==> src/rtl/aes_pkg.sv <==
// Shared AES key-schedule definitions: FSM states, key-length legality and GF(2^8) xtime.
package aes_pkg;

    typedef enum logic [1:0] {
        IDLE = 2'd0,
        GEN  = 2'd1,
        HOLD = 2'd2,
        FIN  = 2'd3
    } ks_state_e;

    function automatic bit nk_legal(input int nk);
        return (nk == 4) || (nk == 6) || (nk == 8);
    endfunction

    // Multiply by x modulo x^8 + x^4 + x^3 + x + 1.
    function automatic logic [7:0] xtime(input logic [7:0] b);
        return {b[6:0], 1'b0} ^ (b[7] ? 8'h1b : 8'h00);
    endfunction

endpackage

==> src/rtl/key_expand_serial_rcon_gen.sv <==
// Round-constant register: reloads 0x01 on a new key and steps by xtime after each use.
module rcon_gen
    import aes_pkg::*;
(
    input  logic       clk,
    input  logic       rst,
    input  logic       load,
    input  logic       advance,
    output logic [7:0] rcon
);

    always_ff @(posedge clk) begin
        if (rst || load) begin
            rcon <= 8'h01;
        end else if (advance) begin
            rcon <= xtime(rcon);
        end
    end

endmodule

==> src/rtl/key_expand_serial.sv <==
// Serial AES key expansion: one schedule word per cycle, round keys handed out
// over a valid/ready channel; the S-box array sits outside this block.
module key_expand_serial
    import aes_pkg::*;
#(
    parameter int NK = 4
) (
    input  logic             clk,
    input  logic             rst,
    input  logic             start,
    input  logic [32*NK-1:0] key,
    output logic [31:0]      sbox_in,
    input  logic [31:0]      sbox_out,
    output logic [127:0]     rk,
    output logic [3:0]       rk_idx,
    output logic             rk_valid,
    input  logic             rk_ready,
    output logic             busy,
    output logic             done,
    output ks_state_e        fsm_state
);

    localparam int         NR      = NK + 6;
    localparam int         NW      = 4 * (NR + 1);
    localparam logic [2:0] NK_LAST = 3'(NK - 1);
    localparam logic [5:0] NW_CNT  = 6'(NW);

    if (!nk_legal(NK)) begin : g_nk_check
        $error("key_expand_serial: NK must be 4, 6 or 8");
    end

    ks_state_e           state, state_next;
    logic [NK-1:0][31:0] window;
    logic [1:0]          slot;
    logic [2:0]          nk_pos;
    logic                past_key;
    logic [5:0]          word_cnt;
    logic [7:0]          rcon;
    logic [31:0]         last_word, temp, w_new;
    logic                load, gen, next_round, rcon_step;

    always_ff @(posedge clk) begin
        if (rst) state <= IDLE;
        else     state <= state_next;
    end

    always_comb begin
        state_next = state;
        load       = 1'b0;
        gen        = 1'b0;
        next_round = 1'b0;
        rk_valid   = 1'b0;
        busy       = 1'b1;
        done       = 1'b0;
        case (state)
            IDLE: begin
                busy = 1'b0;
                if (start) begin
                    load       = 1'b1;
                    state_next = GEN;
                end
            end
            GEN: begin
                gen = 1'b1;
                if (slot == 2'd3) state_next = HOLD;
            end
            HOLD: begin
                rk_valid = 1'b1;
                if (rk_ready) begin
                    next_round = (word_cnt != NW_CNT);
                    state_next = (word_cnt == NW_CNT) ? FIN : GEN;
                end
            end
            FIN: begin
                done       = 1'b1;
                state_next = IDLE;
            end
            default: state_next = IDLE;
        endcase
    end

    assign fsm_state = state;

    // window[0] is w[i-NK], window[NK-1] is w[i-1]; before the key is exhausted
    // the rotating window simply replays the key words.
    assign last_word = window[NK-1];
    assign sbox_in   = (nk_pos == 3'd0) ? {last_word[7:0], last_word[31:8]} : last_word;
    assign rcon_step = gen && past_key && (nk_pos == 3'd0);

    always_comb begin
        temp = last_word;
        if (nk_pos == 3'd0)                  temp = sbox_out ^ {24'h0, rcon};
        else if (NK == 8 && nk_pos == 3'd4)  temp = sbox_out;
        w_new = past_key ? (window[0] ^ temp) : window[0];
    end

    always_ff @(posedge clk) begin
        if (rst) begin
            window   <= '0;
            rk       <= '0;
            rk_idx   <= '0;
            slot     <= '0;
            nk_pos   <= '0;
            past_key <= 1'b0;
            word_cnt <= '0;
        end else if (load) begin
            window   <= key;
            rk_idx   <= '0;
            slot     <= '0;
            nk_pos   <= '0;
            past_key <= 1'b0;
            word_cnt <= '0;
        end else begin
            if (gen) begin
                window            <= {w_new, window[NK-1:1]};
                rk[32*slot +: 32] <= w_new;
                slot              <= slot + 2'd1;
                nk_pos            <= (nk_pos == NK_LAST) ? 3'd0 : nk_pos + 3'd1;
                past_key          <= past_key || (nk_pos == NK_LAST);
                word_cnt          <= word_cnt + 6'd1;
            end
            if (next_round) rk_idx <= rk_idx + 4'd1;
        end
    end

    rcon_gen u_rcon (
        .clk     (clk),
        .rst     (rst),
        .load    (load),
        .advance (rcon_step),
        .rcon    (rcon)
    );

endmodule
==> config.mk <==
export PLATFORM = sky130hd
export DESIGN_NAME = key_expand_serial
export DESIGN_NICKNAME = d
export VERILOG_FILES = /design/src/rtl/aes_pkg.sv /design/src/rtl/key_expand_serial_rcon_gen.sv /design/src/rtl/key_expand_serial.sv
export SDC_FILE = /design/constraint.sdc
export NUM_CORES = 1
export LEC_CHECK = 0
export CORE_MARGIN = 3
export CORE_UTILIZATION = 24
export DETAILED_ROUTE_END_ITERATION = 7
export GPL_ROUTABILITY_DRIVEN = 0
export PLACE_DENSITY_LB_ADDON = 0.12
export SYNTH_ARGS = -nofsm -noshare
export SYNTH_HDL_FRONTEND = slang
export SYNTH_SLANG_ARGS = --single-unit
==> constraint.sdc <==
create_clock -name clk -period 2.5 [get_ports clk]
set_clock_uncertainty 0.15 [all_clocks]
set_input_delay 0.5 -clock clk [delete_from_list [all_inputs] [get_ports clk]]
set_output_delay 0.5 -clock clk [all_outputs]
set_load 0.03 [all_outputs]
* After elaboration in Yosys (flattened, before gate mapping)
Index checks and enable logic that the tools add are counted. Widths: inputs -> output; s select.
Storage, ports and cells: flip-flop bits (word level) 282, bits of input ports 164, output and inout bits 169, word-level logic and storage cells 64
Operators by class: add/sub/neg operators 5, eq/ne operators 10, shift-type cells 2, mux-type cells 21, bitwise gates (word level) 4, reduce and logical (&&, ||, !) cells 10
Operator list (count):
- $mux 128 | 2
- $bwmux 128 | 1
- $shift 32x34->128 const A | 1
- $shiftx 32x34->128 | 1
- $mux 32 | 3
- $neg 7->34 | 1
- $xor 32x32->32 | 1
- $xor 32x8->32 | 1
- $mux 1 | 8
- $mux 2 | 4
- $pmux 2 s4 | 1
- $xor 8x8->8 | 1
- $add 6x1->6 const B | 1
- $eq 2x2->1 const B | 3
- $eq 6x6->1 const B | 1
- $ne 2x2->1 const B | 3
- $ne 6x6->1 const B | 1
- $mux 5 | 1
- $add 4x1->4 const B | 1
- $add 3x1->3 const B | 1
- $eq 3x2->1 const B | 1
- $logic_not 3->1 | 1
- $mux 3 | 1
- $reduce_and 3->1 | 1
- 9 further kinds | 11

* Longest topological paths before layout
Gate-level depths: netlist (run 1).
depth after elaboration 6, depth in mapped cells 9, depth with buffers taken out 7

* Modules after synthesis
Synthesis (run 1) repeated with hierarchy kept, for this count alone.
Unflattened totals: cell total of the unflattened synthesis 1802, area total of the unflattened synthesis 14348.8 um^2
By module, submodules not included:
- key_expand_serial | instances 1, cells each 1771, area an instance 14031.0 um^2, seq. area each 5485.3 um^2
- rcon_gen | instances 1, cells each 31, area an instance 317.8 um^2, seq. area each 160.2 um^2

* Least setup slack after synthesis (run 1)
OpenSTA, ideal clock, no wires.
path kind register to output, start register nk_pos[0], end output port sbox_in[10], arrival 1.546 ns, required time 1.850 ns, path slack 0.304 ns, stages on the path, launching flop included 9, path buffers 3, cells stage by stage dfxtp_1 -> inv_1 -> ha_1 -> nor2b_4 -> buf_6 -> buf_4 -> clkbuf_1 -> nand2_1 -> nand2_1
On the way: word-level cells in the longest chain between the ends 2
RTL lines:
- start: declaration | line key_expand_serial.sv:35 | logic [2:0] nk_pos;
- start signal: assignment | line key_expand_serial.sv:118 | nk_pos <= (nk_pos == NK_LAST) ? 3'd0 : nk_pos + 3'd1;
- $logic_not 3->1 | line key_expand_serial.sv:87 | assign sbox_in = (nk_pos == 3'd0) ? {last_word[7:0], last_word[31:8]} : last_word;
- $mux 32 | line key_expand_serial.sv:87
- end: declaration | line key_expand_serial.sv:12 | output logic [31:0] sbox_in,
No other way between the ends.

* Worst setup path in the final report (run 1)
start register nk_pos[1], end output port sbox_in[1]
The elaborated chain is that of the path after synthesis.

==> results of run 1 <==
where the power goes:
group	switching, mW	leakage, nW	total (mW)	internal (mW)
sequential	0.181	2.29	4.84	4.66
clock	2.12	0.644	5.62	3.50
combinational	0.973	3.72	1.83	0.855
total	3.27	6.65	12.3	9.01
per-layer routing:
metal,track usage (%),share of wire [%]
met2,29.2,43
met1,27.1,47
met4,4.95,1.7
met5,0,0.13
met3,5.14,7.3
critical path, stage by stage (launching register included):
cell and delay, ns:
dfxtp_2 0.33, inv_2 0.07, ha_4 0.14, nor2b_4 0.19, buf_6 0.15, clkbuf_16 0.16
nand2_2 0.06, nand2_2 0.12, buf_12 0.13
kinds of logic after synthesis:
kind of cell               count (synthesis)  synth area share (%)
AOI/OAI and AO/OA                        443                  21.6
muxes                                     26                  2.33
buffers and inverters                    137                  5.15
xor gates and xnor gates                  51                  3.58
and+or+nand+nor                          532                  21.1
DFF                                      282                  45.3
adders and majority gates                 10                  1.00
worst min path at each step:
stage	endpoint	cells past startpoint	slack, ns
final	window[31]	2	0.11
after floorplan	window[32]	2	0.29
after detailed placement	rk[93]	2	0.29
after global routing	window[95]	2	0.1
after global placement	rk[88]	2	0.29
after CTS	window[31]	2	0.07
cell type report:
cell class	instances	area share, %
Antenna cell	5	0.0663
Clock inverter	11	0.749
Inverter	7	0.139
Tap cell	672	4.45
Multi-Input combinational cell	1062	34.6
Clock buffer	58	6.13
Timing Repair Buffer	413	23.9
Sequential cell	282	29.9
cell usage after synthesis (all sizes together), types with 9 or more instances:
master	count	area [um2]
a21boi	9	67.6
a21oi	172	861
a22oi	97	728
buf	65	372
clkbuf	65	244
dfxtp	282	5650
ha	10	125
mux2	24	270
nand2	308	1160
nand3b	66	495
nand4b	24	210
nor2	49	191
nor2b	36	233
o211ai	24	180
o21ai	82	422
o31ai	48	360
or4	24	180
xnor2	14	123
xor2	37	324
registers in the layout, summed over array words and instances (netlist names):
register and count:
slot 2, u_rcon.rcon 8, rk_idx 4, past_key 1, last_word 32, window 96
nk_pos 3, rk 128, fsm_state 2, word_cnt 6
layout by cell type, fill, tap and decap left out, drive strengths merged, types with 36 or more instances in the layout:
cell / netlist / final
o21ai: 82 / 82
nand2: 308 / 308
clkdlybuf4s50: 0 / 294
nor2: 49 / 49
xor2: 37 / 37
dfxtp: 282 / 282
nand3b: 66 / 66
a22oi: 97 / 97
buf: 65 / 114
nor2b: 36 / 36
o31ai: 48 / 48
a21oi: 172 / 172
clkbuf: 65 / 61
repair_timing:
action / in CTS / in global routing
buffers inserted: 5 / 0
gates resized for setup: 56 / 42
endpoints found under the setup margin: 33 / 69
cloned: 3 / 3
pin swaps: 22 / 22
==> impl_metrics.ini, run 1 <==
[routing]
routed_wl_um = 54800
routed_via_density = 4.86
dr.pass1.iters = 5
num_vias = 12204
ant_nets = 0
wire_per_inst_um = 21.8
drc = 0
drt_iter0_drc = 785

[worst_setup_path]
rr_worst_depth = 10
r2r_end = rk[101]
crit_path_start = nk_pos[1]
r2r_slack_ns = 0.07
crit_arrival_ns = 1.88
crit_fanout = 6
worstSetupPathType = flip-flop to primary output
cp-start-kind = flip-flop
r2r_start = nk_pos[1]
crit_required_ns = 1.85
end_kind = primary output
endpoint = sbox_in[1]

[timing]
tightest_slew_ns = 1.15
hold_violations = 0
slew-limit-headroom_pct = 23.2
period_share_pct = 101
fmax_ghz = 0.394
fin_crit_ns = 2.53
postLayoutSetupSlackWorst_ns = -0.0349
rsz0062_at_grt = true
fin_hold_ws_ns = 0.109
finalSetupTns_ns = -0.291
final_max_slew_viol_count = 0
setup_viol = 14

[cts]
h-tree-depth = 2
clock-sinks = 282
insertion_delay_ns = 0.54
cts_buffers = 38
cts_tree = built
cts.path.max_buffers = 3
ctsHoldBuffers = 0
clkTransAtPathRegs_ns = 0.05
clockRootBuffer = clkbuf_16

[global_routing]
grt.total_usage_pct = 19.3
grt_overflow_total = 0
antenna_found_initial = 6
grt_max_degree = 95
grt_pass1_wl_um = 78700
grt_pass1_vias = 11805

[power_and_ir_drop]
leakage_nw = 6.65
power.total_mw = 12.3
p_per_area_nw_per_um2 = 651
ir_worst_vdd_mv = 0.348

[final_layout]
multiInputGateArea_um2 = 6540
drive_above_1_share_pct = 15.8
final_core_util_pct = 37.2
fillers = 5236
nNetsFinal = 1978
area_growth_pct = 51.4
instances_no_fill = 2510
post-route-cell-area_um2 = 18900
final-seq-area_um2 = 5650

[logic_synthesis]
synthFlopType = dfxtp_1
async_flop_share_pct = 0
netlist_area_um2 = 12500
synth_cells = 1481
synth_nets = 1655
synth_edf_count = 0
ys_warn_count = 0
synth.avg_cell_area_um2 = 8.42
synth.distinct_cells = 45
seq_area_frac_synth_pct = 45.3
ys_ff_latch = 282

[placement]
place_area_um2 = 17000
port_buffers = 332
dp_hpwl_um = 38500
numPlacedInstances = 2425
dp_slack_ns = 0.109

[floorplan]
die_y_um = 234
start_util_pct = 24.6
io_pins = 333
fp.dieW_um = 234
core-area_um2 = 50800
rows = 82
die-area_um2 = 54700

[flow_run]
max_cap_viol_count = 0

[status]
violations = negative setup slack
status = finished, violations left

[min_path]
hold_start = rst
hold_path_class = primary input to flip-flop
(Power assumes the default switching activity.)
==> run 2: changes to the inputs <==
- GPL_ROUTABILITY_DRIVEN: 0 -> unset
==> results of run 2 <==
The final DEF is identical to that of run 1; final timing and power are the same.
